`config.mk`:
```
export PLATFORM = sky130hd
export DESIGN_NAME = aes128_round_ctrl
export DESIGN_NICKNAME = d
export VERILOG_FILES = /design/src/rtl/aes_pkg.sv /design/src/rtl/aes128_round_ctrl.sv
export SDC_FILE = /design/constraint.sdc
export NUM_CORES = 1
export LEC_CHECK = 0
export BUFFER_PORTS_ARGS = -buffer_cell sky130_fd_sc_hd__clkbuf_2
export CORE_UTILIZATION = 52
export CTS_CLUSTER_DIAMETER = 120
export CTS_CLUSTER_SIZE = 20
export DETAILED_ROUTE_END_ITERATION = 10
export PLACE_DENSITY = 0.81
export SYNTH_ARGS = -nofsm -noshare
export SYNTH_HDL_FRONTEND = slang
export SYNTH_SLANG_ARGS = --single-unit
```
`constraint.sdc`:
```
create_clock -name clk -period 2.93 [get_ports clk]
set_input_delay 0.586 -clock clk [delete_from_list [all_inputs] [get_ports clk]]
set_output_delay 0.586 -clock clk [all_outputs]
set_load 0.01 [all_outputs]
```
`src/rtl/aes_pkg.sv`:
```
`default_nettype none
//------------------------------------------------------------------------------
// Module   : aes_pkg
// Purpose  : Shared AES-128 definitions: controller FSM state encoding,
//            register load/round select encodings, round count, initial
//            round constant and the GF(2^8) xtime helper (also used by the
//            MixColumns datapath).
// Revision : 1.0  initial release
//------------------------------------------------------------------------------
package aes_pkg;

    // Number of cipher rounds for a 128-bit key.
    localparam logic [3:0] NR        = 4'd10;
    // Round constant used by the key expansion in round 1.
    localparam logic [7:0] RCON_INIT = 8'h01;

    // state_sel encodings
    localparam logic STATE_SEL_LOAD  = 1'b0;   // plaintext XOR cipher key
    localparam logic STATE_SEL_ROUND = 1'b1;   // round function output

    // key_sel encodings
    localparam logic KEY_SEL_LOAD    = 1'b0;   // raw cipher key
    localparam logic KEY_SEL_EXPAND  = 1'b1;   // next expanded round key

    // Controller FSM states. The load happens in the IDLE accept cycle,
    // so there is no separate LOAD state.
    typedef enum logic [1:0] {
        ST_IDLE  = 2'd0,
        ST_ROUND = 2'd1,
        ST_DONE  = 2'd2
    } state_t;

    // Multiply by x in GF(2^8) modulo x^8 + x^4 + x^3 + x + 1.
    function automatic logic [7:0] xtime(input logic [7:0] x);
        return {x[6:0], 1'b0} ^ (x[7] ? 8'h1b : 8'h00);
    endfunction

endpackage
`default_nettype wire

```
`src/rtl/aes128_round_ctrl.sv`:
```
`default_nettype none
//------------------------------------------------------------------------------
// Module   : aes128_round_ctrl
// Purpose  : Sequencer for an iterative AES-128 encryption datapath. Accepts
//            a block/key pair, drives the state/round-key register controls
//            through the initial AddRoundKey and 10 rounds, supplies round
//            number, rcon and last-round flag, then presents the result.
//            Holds no data itself.
// Ports    : clk, rst         clock, synchronous active-high reset
//            in_valid/in_ready    input handshake (plaintext + key)
//            out_valid/out_ready  output handshake (ciphertext)
//            state_en/state_sel   state register enable / source select
//            key_en/key_sel       round-key register enable / source select
//            round, rcon          current round (0..10) and round constant
//            last_round           round 10: datapath bypasses MixColumns
//            busy                 rounds in progress
// Revision : 1.0  initial release
//------------------------------------------------------------------------------
module aes128_round_ctrl
    import aes_pkg::*;
(
    input  logic       clk,
    input  logic       rst,
    input  logic       in_valid,
    output logic       in_ready,
    output logic       out_valid,
    input  logic       out_ready,
    output logic       state_en,
    output logic       state_sel,
    output logic       key_en,
    output logic       key_sel,
    output logic [3:0] round,
    output logic [7:0] rcon,
    output logic       last_round,
    output logic       busy
);

    state_t     r_state;
    logic [3:0] r_round;
    logic [7:0] r_rcon;

    state_t     w_state_nxt;
    logic [3:0] w_round_nxt;
    logic [7:0] w_rcon_nxt;

    // State register together with the round counter and rcon register.
    always_ff @(posedge clk) begin
        if (rst) begin
            r_state <= ST_IDLE;
            r_round <= 4'd0;
            r_rcon  <= 8'h00;
        end else begin
            r_state <= w_state_nxt;
            r_round <= w_round_nxt;
            r_rcon  <= w_rcon_nxt;
        end
    end

    // Next-state logic.
    always_comb begin
        w_state_nxt = r_state;
        w_round_nxt = r_round;
        w_rcon_nxt  = r_rcon;
        case (r_state)
            ST_IDLE: begin
                if (in_valid) begin
                    w_state_nxt = ST_ROUND;
                    w_round_nxt = 4'd1;
                    w_rcon_nxt  = RCON_INIT;
                end
            end
            ST_ROUND: begin
                // Round and rcon freeze at their round-10 values in DONE.
                if (r_round == NR) begin
                    w_state_nxt = ST_DONE;
                end else begin
                    w_round_nxt = r_round + 4'd1;
                    w_rcon_nxt  = xtime(r_rcon);
                end
            end
            ST_DONE: begin
                if (out_ready) begin
                    w_state_nxt = ST_IDLE;
                    w_round_nxt = 4'd0;
                    w_rcon_nxt  = 8'h00;
                end
            end
            default: begin
                w_state_nxt = ST_IDLE;
                w_round_nxt = 4'd0;
                w_rcon_nxt  = 8'h00;
            end
        endcase
    end

    // Output decode. The only input-dependent outputs are the IDLE load
    // enables, which must fire in the same cycle as the accept.
    always_comb begin
        in_ready   = 1'b0;
        out_valid  = 1'b0;
        busy       = 1'b0;
        state_en   = 1'b0;
        state_sel  = STATE_SEL_LOAD;
        key_en     = 1'b0;
        key_sel    = KEY_SEL_LOAD;
        last_round = 1'b0;
        case (r_state)
            ST_IDLE: begin
                in_ready = 1'b1;
                state_en = in_valid;
                key_en   = in_valid;
            end
            ST_ROUND: begin
                busy       = 1'b1;
                state_en   = 1'b1;
                state_sel  = STATE_SEL_ROUND;
                key_en     = 1'b1;
                key_sel    = KEY_SEL_EXPAND;
                last_round = (r_round == NR);
            end
            ST_DONE: begin
                out_valid = 1'b1;
            end
            default: begin
                in_ready = 1'b0;
            end
        endcase
    end

    assign round = r_round;
    assign rcon  = r_rcon;

endmodule
`default_nettype wire

```
### Word level (Yosys, flattened, before mapping)

Cells that the tools add are included.

* register bits after elaboration: 14
* bits in latches: 0
* memory bits (writable): 0
* bits in read-only memories: 0
* bits of input ports: 4
* output and inout bits: 20
* word-level logic and storage cells: 33
* memories: 0

* add/sub/neg operators: 1
* multiply operators: 0
* div/mod/pow operators: 0
* order comparisons: 0
* equality and inequality tests: 7
* shifts and indexed selects: 0
* mux-type cells: 18
* bitwise operators: 1
* reductions and logical operators: 3

Operators with widths (count)
* 8-bit 2-to-1 mux: 3
* 8-bit one-hot mux with 3 select lines: 1
* 4-bit 2-to-1 mux: 3
* 4-bit one-hot mux with 3 select lines: 1
* 2-bit != test, second input constant: 4
* 8-bit by 5-bit bitwise XOR with 8-bit output: 1
* 2-bit 2-to-1 mux: 3
* 2-bit one-hot mux with 3 select lines: 1
* 3-bit AND reduction: 2
* 5-bit 2-to-1 mux: 1
* 4-bit by 1-bit adder with 4-bit output, second input constant: 1
* 4-bit == test, second input constant: 1
* 1-bit 2-to-1 mux: 4
* 2-bit by 1-bit == test with 1-bit output, second input constant: 1
* 2-bit == test, second input constant: 1
* 2-bit logical NOT: 1
* 1-bit one-hot mux with 2 select lines: 1

### Logic depth before layout (Yosys ltp)

Gate-level depths: netlist of run 1.

* word-level depth: 4
* depth in mapped cells: 6
* gate-level depth less buffers: 5

### Least setup slack after synthesis of run 1

No wires, ideal clock.

* kind: input -> output
* start point: in in_valid
* end point: out state_en
* arrival time: 0.986 ns
* required time: 2.344 ns
* slack: 1.358 ns
* stages: 3
* buffers on the path: 1
* cell sequence: nor2_1 nor2_1 buf_4

* cells in the longest elaborated chain, start to end: 1

RTL lines
* start, declared: RTL line aes128_round_ctrl.sv:24 `input logic in_valid,`
* 1-bit one-hot mux with 2 select lines
* end, declared: RTL line aes128_round_ctrl.sv:28 `output logic state_en,`

No other way between the ends.

### Worst setup path in the final report of run 1

* start point: reg r_state[0]
* end point: out key_en

* cells in the longest elaborated chain, start to end: 2
* elaborated cells between the ends (all ways): 3
* classes of those cells: eq/ne (1); mux (1); reduce/logical (1)

RTL lines
* start, declared: RTL line aes128_round_ctrl.sv:38 `state_t r_state;`
* start signal, assigned: RTL line aes128_round_ctrl.sv:53 `r_state <= w_state_nxt;`
* 2-bit by 1-bit == test with 1-bit output / 2-bit logical NOT (equally long branches): RTL line aes128_round_ctrl.sv:107 `case (r_state)`
* 1-bit one-hot mux with 2 select lines *: RTL line aes128_round_ctrl.sv:107
* end, declared: RTL line aes128_round_ctrl.sv:30 `output logic key_en,`

Mark *: on every way between the ends. The rest lies on a longest branch, timed or not.

==> results of run 1 <==
## critical path: cells and delay by family, from the launching register on
family                 cells  cell delay, ns
AND/OR/NAND/NOR            2            0.29
flip-flops                 1            0.60
buffers and inverters      1            0.16
## kinds of logic after synthesis
group | count (synthesis) | synth area share, %
adder cells (fa/ha/maj) | 2 | 3.23
multiplexers | 2 | 2.58
AND/OR/NAND/NOR | 26 | 20.5
AO/OA/AOI/OAI | 19 | 20.7
flip-flops | 14 | 36.2
buffers and inverters | 14 | 12.3
XOR/XNOR | 4 | 4.52
## sequential cells by signal (all words and copies together) (netlist names)
name / count
r_state: 2
rcon: 8
round: 4
## power breakdown
| part | leakage [nW] | internal (W) | total (W) | switching, W |
|---|---|---|---|---|
| logic | 0.227 | 0.0000222 | 0.0000531 | 0.0000309 |
| registers | 0.114 | 0.000196 | 0.000203 | 0.00000770 |
| clock network | 0.0210 | 0.0000754 | 0.000138 | 0.0000625 |
## area by class of cell
| class | instances | area, sq um |
|---|---|---|
| flip-flops and latches | 14 | 280 |
| well taps | 15 | 18.8 |
| clock buffers | 4 | 36.3 |
| multi-input cells | 53 | 399 |
| fillers | 125 | 473 |
| inverters | 6 | 27.5 |
| repair buffers | 23 | 115 |
## worst paths after layout
kind,from,to,slack [ns],cells after the start
worst max-delay path,r_state[0]$_SDFFE_PP0P_,key_en,1.01,3
worst min-delay path,rcon[4]$_SDFFE_PP0P_,rcon[5]$_SDFFE_PP0P_,0.52,2
worst max register to register,round[0]$_SDFFE_PP0P_,rcon[0]$_SDFFE_PP0P_,1.30,5
worst min register to register,rcon[4]$_SDFFE_PP0P_,rcon[5]$_SDFFE_PP0P_,0.52,2
## layer usage
| metal | up-vias | part of all wire [%] | GRT usage, % |
|---|---|---|---|
| met5 | - | 0 | 0 |
| met4 | 0 | 0 | 5.83 |
| met3 | 0 | 3.9 | 3.33 |
| met2 | 17 | 49 | 32.9 |
| met1 | 297 | 47 | 26.6 |
| li1 | 329 | - | - |
## cells in the mapped netlist
library cell   n
a31oi_1        1
nand2_1        1
clkbuf_1       1
a21oi_1        3
or3_1          1
nand2_2        1
buf_2          1
clkinv_4       1
a22oi_4        1
o22ai_1        2
nand3b_1       1
a22oi_1        1
or4_1          1
nand2b_4       1
or3b_1         1
inv_1          5
and3b_1        1
nor2_1         6
dfxtp_1       14
xnor2_1        4
or2b_2         1
mux2i_1        2
o21a_1         2
nand3_1        3
a2111oi_2      1
o21ai_0        1
buf_6          2
ha_1           2
nor2b_1        1
a311o_1        1
nand4_1        1
clkbuf_8       1
buf_4          3
o32ai_1        6
nand2b_1       6
## metrics by stage
stage / worst slack, ns / power [W] / hold WS, ns
after global routing: 0.902 / 0.000417 / 0.542
after floorplan: 1.36 / 0.000250 / 0.525
final: 1.01 / 0.000394 / 0.516
after detailed placement: 1.28 / 0.000261 / 0.502
after global placement: 1.32 / 0.000259 / 0.500
after CTS: 1.01 / 0.000401 / 0.521
==> results.md, run 1 <==
- Initial core utilization: 57.4%
- Synth-to-Final Area Change: 13.2%
- Final worst path period need: 1.92 ns
- Post-DR vias/cell: 5.59
- Initial antenna violation count: 0
- Type of the worst min-delay path: flip-flop to flip-flop
- Core footprint: 1350 sq um
- CTS Buffer Depth: 2
- Clock Pin Slew Worst Setup and Hold Paths: 0.09 ns
- Root Buffer: clkbuf_4
- Power Density: 450 nW/um^2
- Yosys cell types: 35
- GPL Wtd Cong: 0.736
- Worst Setup Path Type: flip-flop to primary output
- Yosys reg bits: 14
- Fmax achieved: 0.522 GHz
- Largest net degree at the start of global routing: 21
- I/O pin total: 24
- Worst path slowest cell: dfxtp_1
- Ant. Diodes: 0
- Final Util: 65.0%
- Worst EP arrival: 1.33 ns
- Remaining global-route overflow: 0
- Post-Synthesis Cells: 81
- Seq/Total Area, Yosys: 36.2%
- Tcrit/Tclk final: 65.4%
- Pleak: 0.362 nW
- Slew Viols, Final: 0
- Status: complete, no violations
- H-tree Lvls: 1
- Fin area: 877 sq um
- Clk sinks: 14
- Via count: 643
- Router iterations before antenna repair: 4
- Post-DRT Antenna Nets: 0
- Num rows: 13
- Final setup violation count: 0
- CTS resizes: 0
- Slew of the pin with the lowest slew margin: 0.444 ns
- Worst rel slew slack: 70.4%
- Crit path top cell by count: nor2_1
- Startpoint Class: flip-flop
- Final wirelength: 1.43 mm
- DIE AREA: 1650 sq um
- Worst skew pair latency: 0.27 ns
- TritonCTS clock tree: built
- Vias in the first global route: 534
- Final Non-Filler Cells: 115
- Layout cells sized above 1: 33.0%
- DP Area: 841 sq um
- Share of the synthesized area in the top cell type: 36.2%
- RSZ-0062 raised after global routing: false
- NumNets Final: 107
- Crit-path max FO: 11
- Setup_tns: 0 ns
- Leading area contributor after synthesis: dfxtp_1
- Hold Buf Count CTS: 0
- # port buffers: 23
- Clk_skew: 0.00443 ns
- Die width: 40.6 um
- Post-CTS Setup Inserts: 0
- Largest cells by area after synthesis: dfxtp_1 36%, o32ai_1 6.8%, nand2b_1 4.8%, xnor2_1 4.5%, ha_1 3.2%
- Syn nets: 87
- Most frequent cells in the layout: 23 x clkbuf_2, 14 x dfxtp_1, 6 x nor2_1, 6 x nand2b_1, 6 x o32ai_1
- Crit-path cells: nor2_1 > nor2_1 > clkbuf_2
- Num CTS Buffers: 3
- Setup crit end kind: primary output
- Total GRT Usage: 20.1%
- Routed WL per cell: 12.4 um
- Commonest non-fill, non-tap cell in the layout: clkbuf_2
- DRC viols: 0
- First-pass GRT wire length: 2.22 mm
- VDD IR-drop max: 278 uV
- Slowest cell delay on critical path: 0.60 ns
- Maximum Capacitance Violations: 0
- CP Data Required Time: 2.34 ns
- Post-DP HPWL: 1.06 mm
- Die height: 40.6 um
- Final Hold Viols: 0
- Cells after DPL: 111
- Post-Syn Area: 774 sq um
- Warnings, synthesis: 0
- Iter 0 DRT Violations: 9
- Avg Cell Area, Syn: 9.56 sq um
(Power assumes the default switching activity.)
==> inputs of run 2 (changes only) <==
--- a/config.mk
+++ b/config.mk
@@ -5,12 +5,13 @@
 export SDC_FILE = /design/constraint.sdc
 export NUM_CORES = 1
 export LEC_CHECK = 0
+export ABC_AREA = 1
 export BUFFER_PORTS_ARGS = -buffer_cell sky130_fd_sc_hd__clkbuf_2
-export CORE_UTILIZATION = 52
+export CORE_UTILIZATION = 44
 export CTS_CLUSTER_DIAMETER = 120
 export CTS_CLUSTER_SIZE = 20
 export DETAILED_ROUTE_END_ITERATION = 10
-export PLACE_DENSITY = 0.81
+export PLACE_DENSITY = 0.73
 export SYNTH_ARGS = -nofsm -noshare
 export SYNTH_HDL_FRONTEND = slang
 export SYNTH_SLANG_ARGS = --single-unit
==> constraint.sdc (replaced) <==
create_clock -name clk -period 1.6 [get_ports clk]
set_input_delay 0.32 -clock clk [delete_from_list [all_inputs] [get_ports clk]]
set_output_delay 0.32 -clock clk [all_outputs]
set_load 0.01 [all_outputs]
==> run 2 against run 1 <==
Clock skew is essentially flat; worst setup slack got worse by 0.95 ns; non-clock buffer count increased by 4; clock power up 86%; first-iteration DRC count fell by 56%; via count grew 14%; register-to-register slack worse by 1.1 ns; critical path type unchanged; critical endpoint is now last_round.
==> results.md, run 2 <==
- Status: complete, no violations (unchanged)
- Startpoint Class: flip-flop (unchanged)
- Router iterations before antenna repair: 4 (unchanged)
- DIE AREA: 1990 sq um (was 1650 sq um)
- Final Hold Viols: 0 (unchanged)
- H-tree Lvls: 1 (unchanged)
- Final Util: 57.8% (was 65.0%)
- Initial core utilization: 46.7% (was 57.4%)
- R2R cell count: 10 (was 5)
- Post-Synthesis Cells: 109 (was 81)
- Die width: 44.6 um (was 40.6 um)
- Cell with the most instances after synthesis: nand2_1 (was dfxtp_1)
- Pleak: 0.490 nW (was 0.362 nW)
- Die height: 44.6 um (was 40.6 um)
- Post-Syn Area: 797 sq um (was 774 sq um)
- Leading area contributor after synthesis: dfxtp_1 (unchanged)
- I/O pin total: 24 (unchanged)
- Largest net degree at the start of global routing: 13 (was 21)
- Clk_skew: 0.00462 ns (was 0.00443 ns)
- Layout cells sized above 1: 43.0% (was 33.0%)
- Remaining global-route overflow: 0 (unchanged)
- Post-DRT Antenna Nets: 0 (unchanged)
- Worst skew pair latency: 0.28 ns (was 0.27 ns)
- Core footprint: 1710 sq um (was 1350 sq um)
- VDD IR-drop max: 411 uV (was 278 uV)
- Clk sinks: 14 (unchanged)
- Commonest non-fill, non-tap cell in the layout: nand2_1 (was clkbuf_2)
- Seq/Total Area, Yosys: 35.2% (was 36.2%)
- Syn nets: 115 (was 87)
- Final wirelength: 1.57 mm (was 1.43 mm)
- Max reg flops: 8 (unchanged)
- Crit-path max FO: 4 (was 11)
- Synth cell count leaders: 24 x nand2_1, 16 x nor2_1, 14 x dfxtp_1 (was 14 x dfxtp_1, 6 x nand2b_1, 6 x nor2_1, 6 x o32ai_1, 5 x inv_1)
- Slew Viols, Final: 0 (unchanged)
- Post-DP HPWL: 1.16 mm (was 1.06 mm)
- # port buffers: 23 (unchanged)
- Yosys cell types: 21 (was 35)
- Setup_tns: 0 ns (unchanged)
- Worst Setup Path Type: flip-flop to primary output (unchanged)
- Type of the worst min-delay path: primary input to flip-flop (was flip-flop to flip-flop)
- Asr flop ratio synth: 0% (unchanged)
- Total GRT Usage: 16.6% (was 20.1%)
- Num CTS Buffers: 3 (unchanged)
- Root Buffer: clkbuf_4 (unchanged)
- Final setup violation count: 0 (unchanged)
- Clock Pin Slew Worst Setup and Hold Paths: 0.09 ns (about the same)
- Largest cells by area after synthesis: dfxtp_1 35%, nand2_1 11%, nor2_1 7.5%, a21oi_2 6.6%, inv_1 6.1% (was dfxtp_1 36%, o32ai_1 6.8%, nand2b_1 4.8%, xnor2_1 4.5%, ha_1 3.2%)
- Routed WL per cell: 9.81 um (was 12.4 um)
- Synth-to-Final Area Change: 23.9% (was 13.2%)
- CP Data Required Time: 1.28 ns (was 2.34 ns)
- Worst rel slew slack: 77.5% (was 70.4%)
- GPL Wtd Cong: 0.817 (was 0.736)
- Num rows: 15 (was 13)
- CTS Buffer Depth: 2 (unchanged)
- Setup crit end kind: primary output (unchanged)
- Ant. Diodes: 0 (unchanged)
- Initial antenna violation count: 0 (unchanged)
- TritonCTS clock tree: built (unchanged)
- Tcrit/Tclk final: 96.0%
- DRC viols: 0 (unchanged)
- Maximum Capacitance Violations: 0 (unchanged)
- Vias in the first global route: 590 (was 534)
- Via count: 732 (was 643)
- Hold Buf Count CTS: 0 (unchanged)
- NumNets Final: 142 (was 107)
- Most frequent cells in the layout: 23 x nand2_1, 22 x clkbuf_2, 16 x nor2_1, 11 x inv_1, 11 x dfxtp_1 (was 23 x clkbuf_2, 14 x dfxtp_1, 6 x nor2_1, 6 x nand2b_1, 6 x o32ai_1)
- Iter 0 DRT Violations: 4 (was 9)
- Post-synth EDFFs: 0 (unchanged)
- Warnings, synthesis: 0 (unchanged)
- Share of the synthesized area in the top cell type: 35.2% (was 36.2%)
- First-pass GRT wire length: 2.43 mm (was 2.22 mm)
- Fillcell total: 183 (was 125)
- Post-DR vias/cell: 4.58 (was 5.59)
- Yosys reg bits: 14 (unchanged)
- Power Density: 772 nW/um^2 (was 450 nW/um^2)
- Hold Path Stages: 2 (unchanged)
- Avg Cell Area, Syn: 7.31 sq um (was 9.56 sq um)
- Main synth FF type: dfxtp_1 (unchanged)
- Final worst path period need: 1.54 ns
- Slew of the pin with the lowest slew margin: 0.337 ns (was 0.444 ns)
- Fmax achieved: 0.651 GHz
- Worst EP arrival: 1.22 ns (was 1.33 ns)
==> run 2: cell count changes in the layout (fill, tap and decap cells not counted), sizes merged, moves of 4 or more <==
cell | before | now
nand2 | 2 | 33
nor2 | 6 | 18
inv | 5 | 15
a21oi | 3 | 10
nand2b | 7 | 0
o32ai | 6 | 0
buf | 0 | 5
o21ai | 1 | 5
xnor2 | 4 | 0
==> run 2: per-layer routing <==
metal | up-vias | share of wire [%] | track usage, %
li1 | 385 | - | -
met1 | 325 | 49 | 21.9
met2 | 22 | 47 | 26.8
met3 | 0 | 4.0 | 3.67
met4 | 0 | 0 | 5.45
met5 | - | 0 | 0
==> run 2: kinds of logic (layout without fill, tap and decap cells) <==
| family | count (synthesis) | count (layout) | synth area share, % |
|---|---|---|---|
| simple gates | 58 | 58 | 36.3 |
| buf+inv | 20 | 46 | 13.2 |
| fa+ha+maj | 2 | 2 | 3.14 |
| compound gates | 15 | 15 | 12.2 |
| flops | 14 | 14 | 35.2 |
==> run 2: through the flow <==
| stage | instances | cell area [sq um] | setup slack (ns) | total power [W] | hold slack (ns) |
|---|---|---|---|---|---|
| after CTS | 158 | 951 | 0.0126 | 0.000762 | 0.338 |
| after global placement | 154 | 912 | 0.285 | 0.000507 | 0.474 |
| after detailed placement | 154 | 912 | 0.256 | 0.000508 | 0.481 |
| final | 160 | 987 | 0.0637 | 0.000762 | 0.336 |
| after floorplan | 109 | 797 | 0.174 | 0.000479 | 0.499 |
| after global routing | 160 | 987 | -0.0204 | 0.000805 | 0.340 |
==> run 2: critical path, cell delays in order, from the launching register on <==
cell and delay [ns]:
dfxtp_2 0.33, inv_2 0.06, ha_4 0.13, nand2_4 0.06, nor2_8 0.14, nand2_4 0.07, inv_2 0.04, buf_2 0.11
==> run 2: worst paths after layout <==
check	slack, ns	endpoint	startpoint
max reg2reg	0.16	rcon[1]$_SDFFE_PP0P_	round[0]$_SDFFE_PP0P_
max	0.06	last_round	round[0]$_SDFFE_PP0P_
min	0.34	round[1]$_SDFFE_PP0P_	rst
min reg2reg	0.50	rcon[5]$_SDFFE_PP0P_	rcon[5]$_SDFFE_PP0P_
==> run 2: report_power, final <==
part           switching [W]  internal [W]
clock network       0.000118      0.000138
registers          0.0000160      0.000364
logic              0.0000773     0.0000487
total               0.000212      0.000551
==> run 2: what timing repair did <==
item,4_1_cts,5_1_grt
setup buffers,0,2
setup endpoints to repair,1,1
pin swaps,0,3
gates resized for setup,1,9
==> run 2: area by class of cell <==
type / count / area (sq um) / area share (%)
Clock buffer: 4 / 36.3 / 3.68
Inverter: 15 / 58.8 / 5.96
Multi-Input combinational cell: 75 / 432 / 43.7
Sequential cell: 14 / 284 / 28.8
Tap cell: 25 / 31.3 / 3.17
Timing Repair Buffer: 27 / 145 / 14.7
